--- config.mk ---
export PLATFORM = sky130hd
export DESIGN_NAME = deserializador_coma_flat
export DESIGN_NICKNAME = d
export VERILOG_FILES = /design/src/rtl/deserializador_coma_if.sv /design/src/rtl/deserializador_coma.sv /design/src/flat_wrapper.sv
export SDC_FILE = /design/constraint.sdc
export NUM_CORES = 1
export LEC_CHECK = 0
export ABC_AREA = 1
export CELL_PAD_IN_SITES_DETAIL_PLACEMENT = 1
export CELL_PAD_IN_SITES_GLOBAL_PLACEMENT = 1
export CORE_AREA = 2 2 66 68
export DETAILED_ROUTE_END_ITERATION = 10
export DIE_AREA = 0 0 68 70
export PLACE_DENSITY = 0.9
export SYNTH_ARGS = -nofsm -noshare
export SYNTH_HDL_FRONTEND = slang
export SYNTH_SLANG_ARGS = --single-unit
export TNS_END_PERCENT = 50
--- constraint.sdc ---
create_clock -name clk -period 3.3 [get_ports clk]
set_clock_uncertainty 0.2 [all_clocks]
set_input_delay 0.495 -clock clk [delete_from_list [all_inputs] [get_ports clk]]
set_output_delay 0.495 -clock clk [all_outputs]
set_load 0.01 [all_outputs]
--- src/rtl/deserializador_coma_if.sv ---
// ============================================================================
// Module  : deserializador_coma_if
// Brief   : Serial-in / parallel-out bundle of the comma-aligned deserializer.
// Revision: 1.0 - initial release
// ============================================================================
`default_nettype none

interface deserializador_coma_if;
    logic       enb;
    logic       entrada;
    logic [9:0] salidas;
    logic       valido;
    logic       es_coma;
    logic       alineado;
    logic       realineo;

    // master: the serial line / word consumer side
    modport master (
        output enb, entrada,
        input  salidas, valido, es_coma, alineado, realineo
    );

    // slave: the deserializer itself
    modport slave (
        input  enb, entrada,
        output salidas, valido, es_coma, alineado, realineo
    );
endinterface

`default_nettype wire

--- src/rtl/deserializador_coma.sv ---
// ============================================================================
// Module  : deserializador_coma
// Brief   : Serial-to-10-bit deserializer that locks word alignment on K28.5.
// Revision: 1.0 - initial release
// ============================================================================
`default_nettype none

module deserializador_coma #(
    parameter logic [9:0]  COMA_A        = 10'h0FA,
    parameter logic [9:0]  COMA_B        = 10'h305,
    parameter int unsigned COMAS_BLOQUEO = 2
) (
    input  wire                         clk,
    input  wire                         rst,
    deserializador_coma_if.slave        bus
);

    typedef enum logic [1:0] {
        c_busca    = 2'd0,
        c_verifica = 2'd1,
        c_alineado = 2'd2
    } t_estado;

    localparam logic [3:0] c_comas = 4'(COMAS_BLOQUEO);
    localparam t_estado    c_tras_coma_fuera =
        (COMAS_BLOQUEO == 1) ? c_alineado : c_verifica;

    t_estado    r_estado;
    logic [8:0] r_sr;
    logic [3:0] r_cnt;
    logic [2:0] r_ccnt;
    logic [9:0] r_salidas;
    logic       r_valido;
    logic       r_es_coma;
    logic       r_realineo;

    t_estado    w_estado_sig;
    logic [3:0] w_cnt_sig;
    logic [2:0] w_ccnt_sig;
    logic       w_entrega;
    logic       w_realinea;

    // Comparisons use the word including the bit being sampled now.
    wire  [9:0] w_nxt      = {r_sr, bus.entrada};
    wire        w_es_c     = (w_nxt == COMA_A) || (w_nxt == COMA_B);
    wire        w_frontera = (r_cnt == 4'd9);
    wire  [3:0] w_ccnt_inc = {1'b0, r_ccnt} + 4'd1;
    wire        w_bloquea  = (w_ccnt_inc >= c_comas);
    wire  [3:0] w_cnt_inc  = w_frontera ? 4'd0 : r_cnt + 4'd1;

    always_comb begin
        w_estado_sig = r_estado;
        w_cnt_sig    = r_cnt;
        w_ccnt_sig   = r_ccnt;
        w_entrega    = 1'b0;
        w_realinea   = 1'b0;
        case (r_estado)
            c_busca: begin
                if (w_es_c) begin
                    w_entrega    = 1'b1;
                    w_cnt_sig    = 4'd0;
                    w_ccnt_sig   = 3'd1;
                    w_estado_sig = c_tras_coma_fuera;
                end
            end
            c_verifica: begin
                w_cnt_sig = w_cnt_inc;
                if (w_frontera) begin
                    w_entrega = 1'b1;
                    if (w_es_c) begin
                        w_ccnt_sig = w_bloquea ? c_comas[2:0] : w_ccnt_inc[2:0];
                        if (w_bloquea)
                            w_estado_sig = c_alineado;
                    end
                end else if (w_es_c) begin
                    w_entrega  = 1'b1;
                    w_realinea = 1'b1;
                    w_cnt_sig  = 4'd0;
                    w_ccnt_sig = 3'd1;
                end
            end
            c_alineado: begin
                w_cnt_sig = w_cnt_inc;
                if (w_frontera) begin
                    w_entrega = 1'b1;
                end else if (w_es_c) begin
                    w_entrega    = 1'b1;
                    w_realinea   = 1'b1;
                    w_cnt_sig    = 4'd0;
                    w_ccnt_sig   = 3'd1;
                    w_estado_sig = c_tras_coma_fuera;
                end
            end
            default: w_estado_sig = c_busca;
        endcase
    end

    always_ff @(posedge clk) begin
        if (rst) begin
            r_estado   <= c_busca;
            r_sr       <= 9'd0;
            r_cnt      <= 4'd0;
            r_ccnt     <= 3'd0;
            r_salidas  <= 10'd0;
            r_valido   <= 1'b0;
            r_es_coma  <= 1'b0;
            r_realineo <= 1'b0;
        end else if (bus.enb) begin
            r_estado   <= w_estado_sig;
            r_sr       <= w_nxt[8:0];
            r_cnt      <= w_cnt_sig;
            r_ccnt     <= w_ccnt_sig;
            r_valido   <= w_entrega;
            r_realineo <= w_realinea;
            if (w_entrega) begin
                r_salidas <= w_nxt;
                r_es_coma <= w_es_c;
            end
        end else begin
            r_valido   <= 1'b0;
            r_realineo <= 1'b0;
        end
    end

    assign bus.salidas  = r_salidas;
    assign bus.valido   = r_valido;
    assign bus.es_coma  = r_es_coma;
    assign bus.realineo = r_realineo;
    assign bus.alineado = (r_estado == c_alineado);

endmodule

`default_nettype wire

--- src/flat_wrapper.sv ---
// flat-port wrapper written by rule: the top's interface ports become plain ports
module deserializador_coma_flat 
#(
    parameter logic [9:0]  COMA_A        = 10'h0FA,
    parameter logic [9:0]  COMA_B        = 10'h305,
    parameter int unsigned COMAS_BLOQUEO = 2
)
  (clk, rst, bus_enb, bus_entrada, bus_salidas, bus_valido, bus_es_coma, bus_alineado, bus_realineo);
  deserializador_coma_if bus_i ();
  input  wire clk;
  input  wire rst;
  input wire logic [$bits(bus_i.enb)-1:0] bus_enb;
  input wire logic [$bits(bus_i.entrada)-1:0] bus_entrada;
  output wire logic [$bits(bus_i.salidas)-1:0] bus_salidas;
  output wire logic [$bits(bus_i.valido)-1:0] bus_valido;
  output wire logic [$bits(bus_i.es_coma)-1:0] bus_es_coma;
  output wire logic [$bits(bus_i.alineado)-1:0] bus_alineado;
  output wire logic [$bits(bus_i.realineo)-1:0] bus_realineo;
  assign bus_i.enb = bus_enb;
  assign bus_i.entrada = bus_entrada;
  assign bus_salidas = bus_i.salidas;
  assign bus_valido = bus_i.valido;
  assign bus_es_coma = bus_i.es_coma;
  assign bus_alineado = bus_i.alineado;
  assign bus_realineo = bus_i.realineo;
  deserializador_coma #(.COMA_A(COMA_A), .COMA_B(COMA_B), .COMAS_BLOQUEO(COMAS_BLOQUEO)) u_core (.clk(clk), .rst(rst), .bus(bus_i));
endmodule
==> results.json, run 1 <==
{
  "rsz0062_at_grt": "no",
  "stdcell_count": 335,
  "first_global_vias": 1648,
  "setup_tns_ns": 0,
  "synth_area_um2": 1660,
  "cts_tree": "yes",
  "startpoint_type": "input port",
  "maxSlewViolCount": 0,
  "vias_per_cell": 4.78,
  "fin_area_um2": 1980,
  "die_x_um": 68,
  "diodes": 0,
  "power.density_nw_per_um2": 406,
  "routed.top_layer": "met4",
  "dpl.hpwl_um": 3080,
  "cts_buffer_depth": 2,
  "dp.cells": 327,
  "ctsRootBufferMaster": "clkbuf_8",
  "ys_top_cells_by_area": "dfxtp_1, nand2_1, nor2_1, inv_1, ha_1",
  "crit_type": "in2reg",
  "first_pass_iters": 4,
  "cts_buffers": 5,
  "grt.overflow.total": 0,
  "start_util_pct": 40.2,
  "min_path_type": "reg2reg",
  "postPlaceCellArea_um2": 1880,
  "numClockSinks": 31,
  "clkTransAtPathRegs_ns": 0.07,
  "antenna_found_initial": 0,
  "layout_min_cycle_time_ns": 2.18,
  "yosys.area.top_type_share_pct": 37.3,
  "via_count": 1600,
  "drt_wl_total_um": 4020,
  "syn_inst": 262,
  "dr_wl_met2_um": 2010,
  "grt_pass1_wl_um": 7320,
  "drt_first_iter_violations": 30,
  "ctsHtreeMaxLevel": 2,
  "io_buffer_count": 17,
  "post_cts_resized": 0,
  "drive_above_1_share_pct": 5.65,
  "met1_length_um": 1800,
  "synth_seq_cells": 31,
  "rrSetupSlack_ns": 1.30,
  "yosysTopAreaCell": "dfxtp_1",
  "yosysSeqAreaShare_pct": 37.3,
  "reg2reg_depth": 8,
  "fmax_mhz": 459,
  "hold_depth": 2,
  "cp_max_fo": 22,
  "coreArea_um2": 4140,
  "clock_latency_ns": 0.28,
  "yosysWarnings": 0,
  "finalHoldViolCount": 0,
  "synth_cell_types": 23,
  "worst_pin_slew_ns": 0.404,
  "vdd_drop_max_mv": 0.174,
  "final_nets": 294,
  "fin_util_pct": 47.7,
  "ios": 18,
  "slew_headroom_pct": 73.0,
  "synth_area_per_cell_um2": 6.35,
  "drv_cap": 0,
  "die-area_um2": 4760,
  "crit_required_ns": 3.32,
  "num_rows": 24,
  "syn_to_final_growth_pct": 18.8,
  "setup_viol": 0,
  "die_h_um": 70,
  "fin_crit_sh_pct": 66.0,
  "routedWlPerCell_um": 12.0,
  "syn_nets": 274,
  "route.detailed.drc": 0,
  "grt_max_degree": 23,
  "met3WireLength_um": 112,
  "grt_usage_pct": 20.2,
  "gp_congestion": 0.777,
  "outcome": "complete, no violations",
  "postCtsSetupRepairBufs": 0,
  "power.leakage_nw": 0.948,
  "ant_nets": 0,
  "cts_hold_buffers": 0,
  "crit_arrival_ns": 2.20,
  "cp-end-kind": "flip-flop"
}
Yosys cell counts:
cell type / instances
clkinv_1: 1
a21oi_1: 12
xor2_1: 1
nand4_1: 5
ha_1: 8
buf_6: 1
nand3b_1: 1
nor2_2: 1
buf_4: 1
o21ai_0: 10
inv_1: 41
nand3_2: 2
nand2_2: 2
dfxtp_1: 31
buf_2: 3
nor3_1: 3
clkbuf_1: 1
and3_1: 1
nand2_1: 69
nand3_1: 11
or2_2: 1
nor2_1: 55
inv_2: 1
critical path, stage by stage:
cell and delay (ns):
clkdlybuf4s50_1 0.46, buf_4 0.22, inv_1 0.11, nor3_1 0.30, nand2_2 0.31, nand2_1 0.14, nand2_1 0.06, nor2_1 0.09
final cells by class:
type / count / area [µm²]
Multi-Input combinational cell: 182 / 845
Timing Repair Buffer: 19 / 185
Fill cell: 576 / 2170
Inverter: 43 / 161
Tap cell: 52 / 65.1
Clock buffer: 8 / 100
Sequential cell: 31 / 621
sequential cells by signal (all words and copies together) (netlist names):
signal,flops
u_core.bus.es_coma,1
u_core.bus.realineo,1
u_core.bus.salidas,10
u_core.bus.valido,1
u_core.r_ccnt,3
u_core.r_cnt,4
u_core.r_estado,2
u_core.r_sr,9
path summary, 6_finish.rpt:
| kind | start | end |
|---|---|---|
| max | bus_enb | u_core.bus.salidas[2]$_SDFFE_PP0P_ |
| min | u_core.bus.es_coma$_SDFFE_PP0P_ | u_core.bus.es_coma$_SDFFE_PP0P_ |
| max reg2reg | u_core.r_estado[0]$_SDFFE_PP0P_ | u_core.bus.salidas[2]$_SDFFE_PP0P_ |
| min reg2reg | u_core.bus.es_coma$_SDFFE_PP0P_ | u_core.bus.es_coma$_SDFFE_PP0P_ |
cells in the final DEF, fill, tap and decap left out, types with 2 or more instances in the layout:
cell type | synthesis | layout
clkdlybuf4s50_1 | 0 | 17
nor2_1 | 55 | 55
nand3_2 | 2 | 2
ha_1 | 8 | 8
buf_4 | 1 | 2
inv_1 | 41 | 41
dfxtp_1 | 31 | 31
nor3_1 | 3 | 3
nand2_1 | 69 | 69
nand3_1 | 11 | 11
o21ai_0 | 10 | 10
a21oi_1 | 12 | 12
clkbuf_8 | 0 | 7
nand4_1 | 5 | 5
nand2_2 | 2 | 2
power breakdown:
group / total, mW / internal, mW / switching, mW
registers: 0.398 / 0.384 / 0.0136
clock network: 0.330 / 0.190 / 0.140
logic: 0.0747 / 0.0267 / 0.0480
total: 0.802 / 0.601 / 0.201
per-stage QoR:
step                      setup slack (ns)  power [mW]  hold slack, ns
after floorplan                       1.59       0.456           0.267
after detailed placement             0.801       0.481           0.300
after global routing                 0.900       0.847           0.324
final                                 1.12       0.802           0.304
after global placement               0.923       0.477           0.257
after CTS                             1.09       0.814           0.311
per-layer routing:
metal	vias up	global-route usage, %
li1	836	-
met1	738	24.3
met2	17	33.9
met3	9	4.83
met4	0	7.78
met5	-	0
cells by family (layout without fill, tap and decap cells):
logic type,Yosys count,count (layout),synth area share [%]
flops,31,31,37.3
xor+xnor,1,1,0.526
fa+ha+maj,8,8,6.02
simple gates,151,151,37.6
compound gates,22,22,6.62
buf+inv,49,70,12.0
(Power assumes the default switching activity.)
==> run 2, diff against run 1 <==
- CORE_AREA: 2 2 66 68 -> 2 2 72 74
- DIE_AREA: 0 0 68 70 -> 0 0 74 76
- PLACE_DENSITY: 0.9 -> 0.81
- clock period: 3.3 -> 1.95 ns (I/O delays scaled with it)
==> results.json, run 2 (synthesis gave the netlist of run 1 again) <==
{
  "dp_slack_ns": -0.0218,
  "clock_latency_ns": 0.28,
  "final_common_cell": "nand2_1",
  "first_pass_iters": 4,
  "finalHoldViolCount": 0,
  "cp_max_fo": 16,
  "route.detailed.drc": 0,
  "drv_cap": 0,
  "cts_hold_buffers": 0,
  "ant_nets": 0,
  "crit_arrival_ns": 1.77,
  "coreArea_um2": 4910,
  "gp_congestion": 0.819,
  "fin_crit_sh_pct": 91.9,
  "ios": 18,
  "critPathMaxStageDelay_ns": 0.35,
  "maxSlewViolCount": 0,
  "grt_usage_pct": 15.9,
  "grt_pass1_wl_um": 6990,
  "power.density_nw_per_um2": 621,
  "dp.cells": 353,
  "grt_max_degree": 20,
  "fmax_mhz": 558,
  "die_h_um": 76,
  "antenna_found_initial": 0,
  "postPlaceCellArea_um2": 1970,
  "startpoint": "u_core.r_estado[0]$_SDFFE_PP0P_",
  "reg2reg_depth": 10,
  "start_util_pct": 33.9,
  "numClockSinks": 31,
  "slowest_stage": "dfxtp_2",
  "hp-start": "u_core.bus.es_coma$_SDFFE_PP0P_",
  "syn_to_final_growth_pct": 23.5,
  "cp_top_family": "simple AND/OR/NAND/NOR gates",
  "power.leakage_nw": 0.997,
  "rrSetupSlack_ns": 0.16,
  "outcome": "complete, no violations",
  "cp_cell_sequence": "inv_1 > ha_1 > nor2_1 > nor3_2 > buf_4 > nand2_2 > buf_12 > nand2_1 > nand2_1 > nor2_1",
  "io_buffer_count": 17,
  "ctsHtreeMaxLevel": 2,
  "layout_min_cycle_time_ns": 1.79,
  "drive_above_1_share_pct": 8.65,
  "vdd_drop_max_mv": 0.408,
  "startpoint_type": "flip-flop",
  "r2r_start": "u_core.r_estado[0]$_SDFFE_PP0P_",
  "final_nets": 302,
  "cts_buffer_depth": 2,
  "postCtsSetupRepairBufs": 0,
  "drt_wl_total_um": 3890,
  "worst_pin_slew_ns": 0.241,
  "fin_ws_ns": 0.158,
  "layout_common_cells": "nand2_1, nor2_1, inv_1, dfxtp_1, clkdlybuf4s50_1",
  "fin_area_um2": 2050,
  "clkTransAtPathRegs_ns": 0.06,
  "routedWlPerCell_um": 10.8,
  "crit_required_ns": 1.93,
  "num_rows": 26,
  "diodes": 0,
  "stdcell_count": 359,
  "whs_endpoint": "u_core.bus.es_coma$_SDFFE_PP0P_",
  "routed.top_layer": "met4",
  "crit_buf_inv": 3,
  "fin_util_pct": 41.8,
  "crit_type": "reg2reg",
  "die_x_um": 74,
  "rsz0062_at_grt": "no",
  "dpl.hpwl_um": 3010,
  "setup_tns_ns": 0,
  "timing.rr.end": "u_core.bus.salidas[8]$_SDFFE_PP0P_",
  "post_cts_resized": 1,
  "min_path_type": "reg2reg",
  "total_power_mw": 1.28,
  "largest_reg_flops": 10,
  "hold_depth": 2,
  "cts_buffers": 5,
  "vias_per_cell": 4.48,
  "via_count": 1609,
  "grt.overflow.total": 0,
  "cts_tree": "yes",
  "met1_length_um": 1890,
  "setup_viol": 0,
  "met3WireLength_um": 109,
  "whs_ns": 0.281,
  "die-area_um2": 5620,
  "drt_first_iter_violations": 35,
  "dr_wl_met2_um": 1800,
  "first_global_vias": 1588,
  "ctsRootBufferMaster": "clkbuf_8",
  "cp-end-kind": "flip-flop",
  "slew_headroom_pct": 83.8
}
[run 2: changes by cell type in the layout (fill, tap and decap cells not counted), moves of 2 or more]
cell,before,now
buf_4,2,9
dfxtp_2,0,2
dfxtp_1,31,29
clkbuf_8,7,5
[run 2: metal layers]
| metal | vias up | global-route usage [%] |
|---|---|---|
| met2 | 19 | 24.5 |
| li1 | 848 | - |
| met4 | 0 | 6.91 |
| met5 | - | 0 |
| met1 | 734 | 20.4 |
| met3 | 8 | 4.50 |
[run 2: worst max path at each step]
| stage | end | cells after the start | slack, ns |
|---|---|---|---|
| after floorplan | u_core.bus.salidas[5]$_SDFFE_PP0P_ | 8 | 0.24 |
| after global placement | u_core.bus.salidas[0]$_SDFFE_PP0P_ | 10 | 0.001 |
| after detailed placement | u_core.bus.salidas[6]$_SDFFE_PP0P_ | 10 | -0.02 |
| after CTS | bus_alineado | 3 | 0.005 |
| after global routing | u_core.bus.es_coma$_SDFFE_PP0P_ | 9 | 0.002 |
| final | u_core.bus.salidas[8]$_SDFFE_PP0P_ | 10 | 0.16 |
[run 2: layout make-up]
class	instances	area, µm²
Fill cell	666	2860
Multi-Input combinational cell	182	850
Sequential cell	31	623
Timing Repair Buffer	27	260
Inverter	43	161
Tap cell	70	87.6
Clock buffer	6	72.6
[run 2: tightest hold or removal path, stage by stage (launching register included)]
cell,delay [ns]
dfxtp_1,0.31
nand2_1,0.06
a21oi_1,0.05
[run 2: power by group]
group	switching [mW]	internal [mW]	leakage [nW]	total (mW)
registers	0.0220	0.651	0.253	0.673
clock network	0.231	0.238	0.0371	0.468
logic	0.0821	0.0524	0.708	0.134
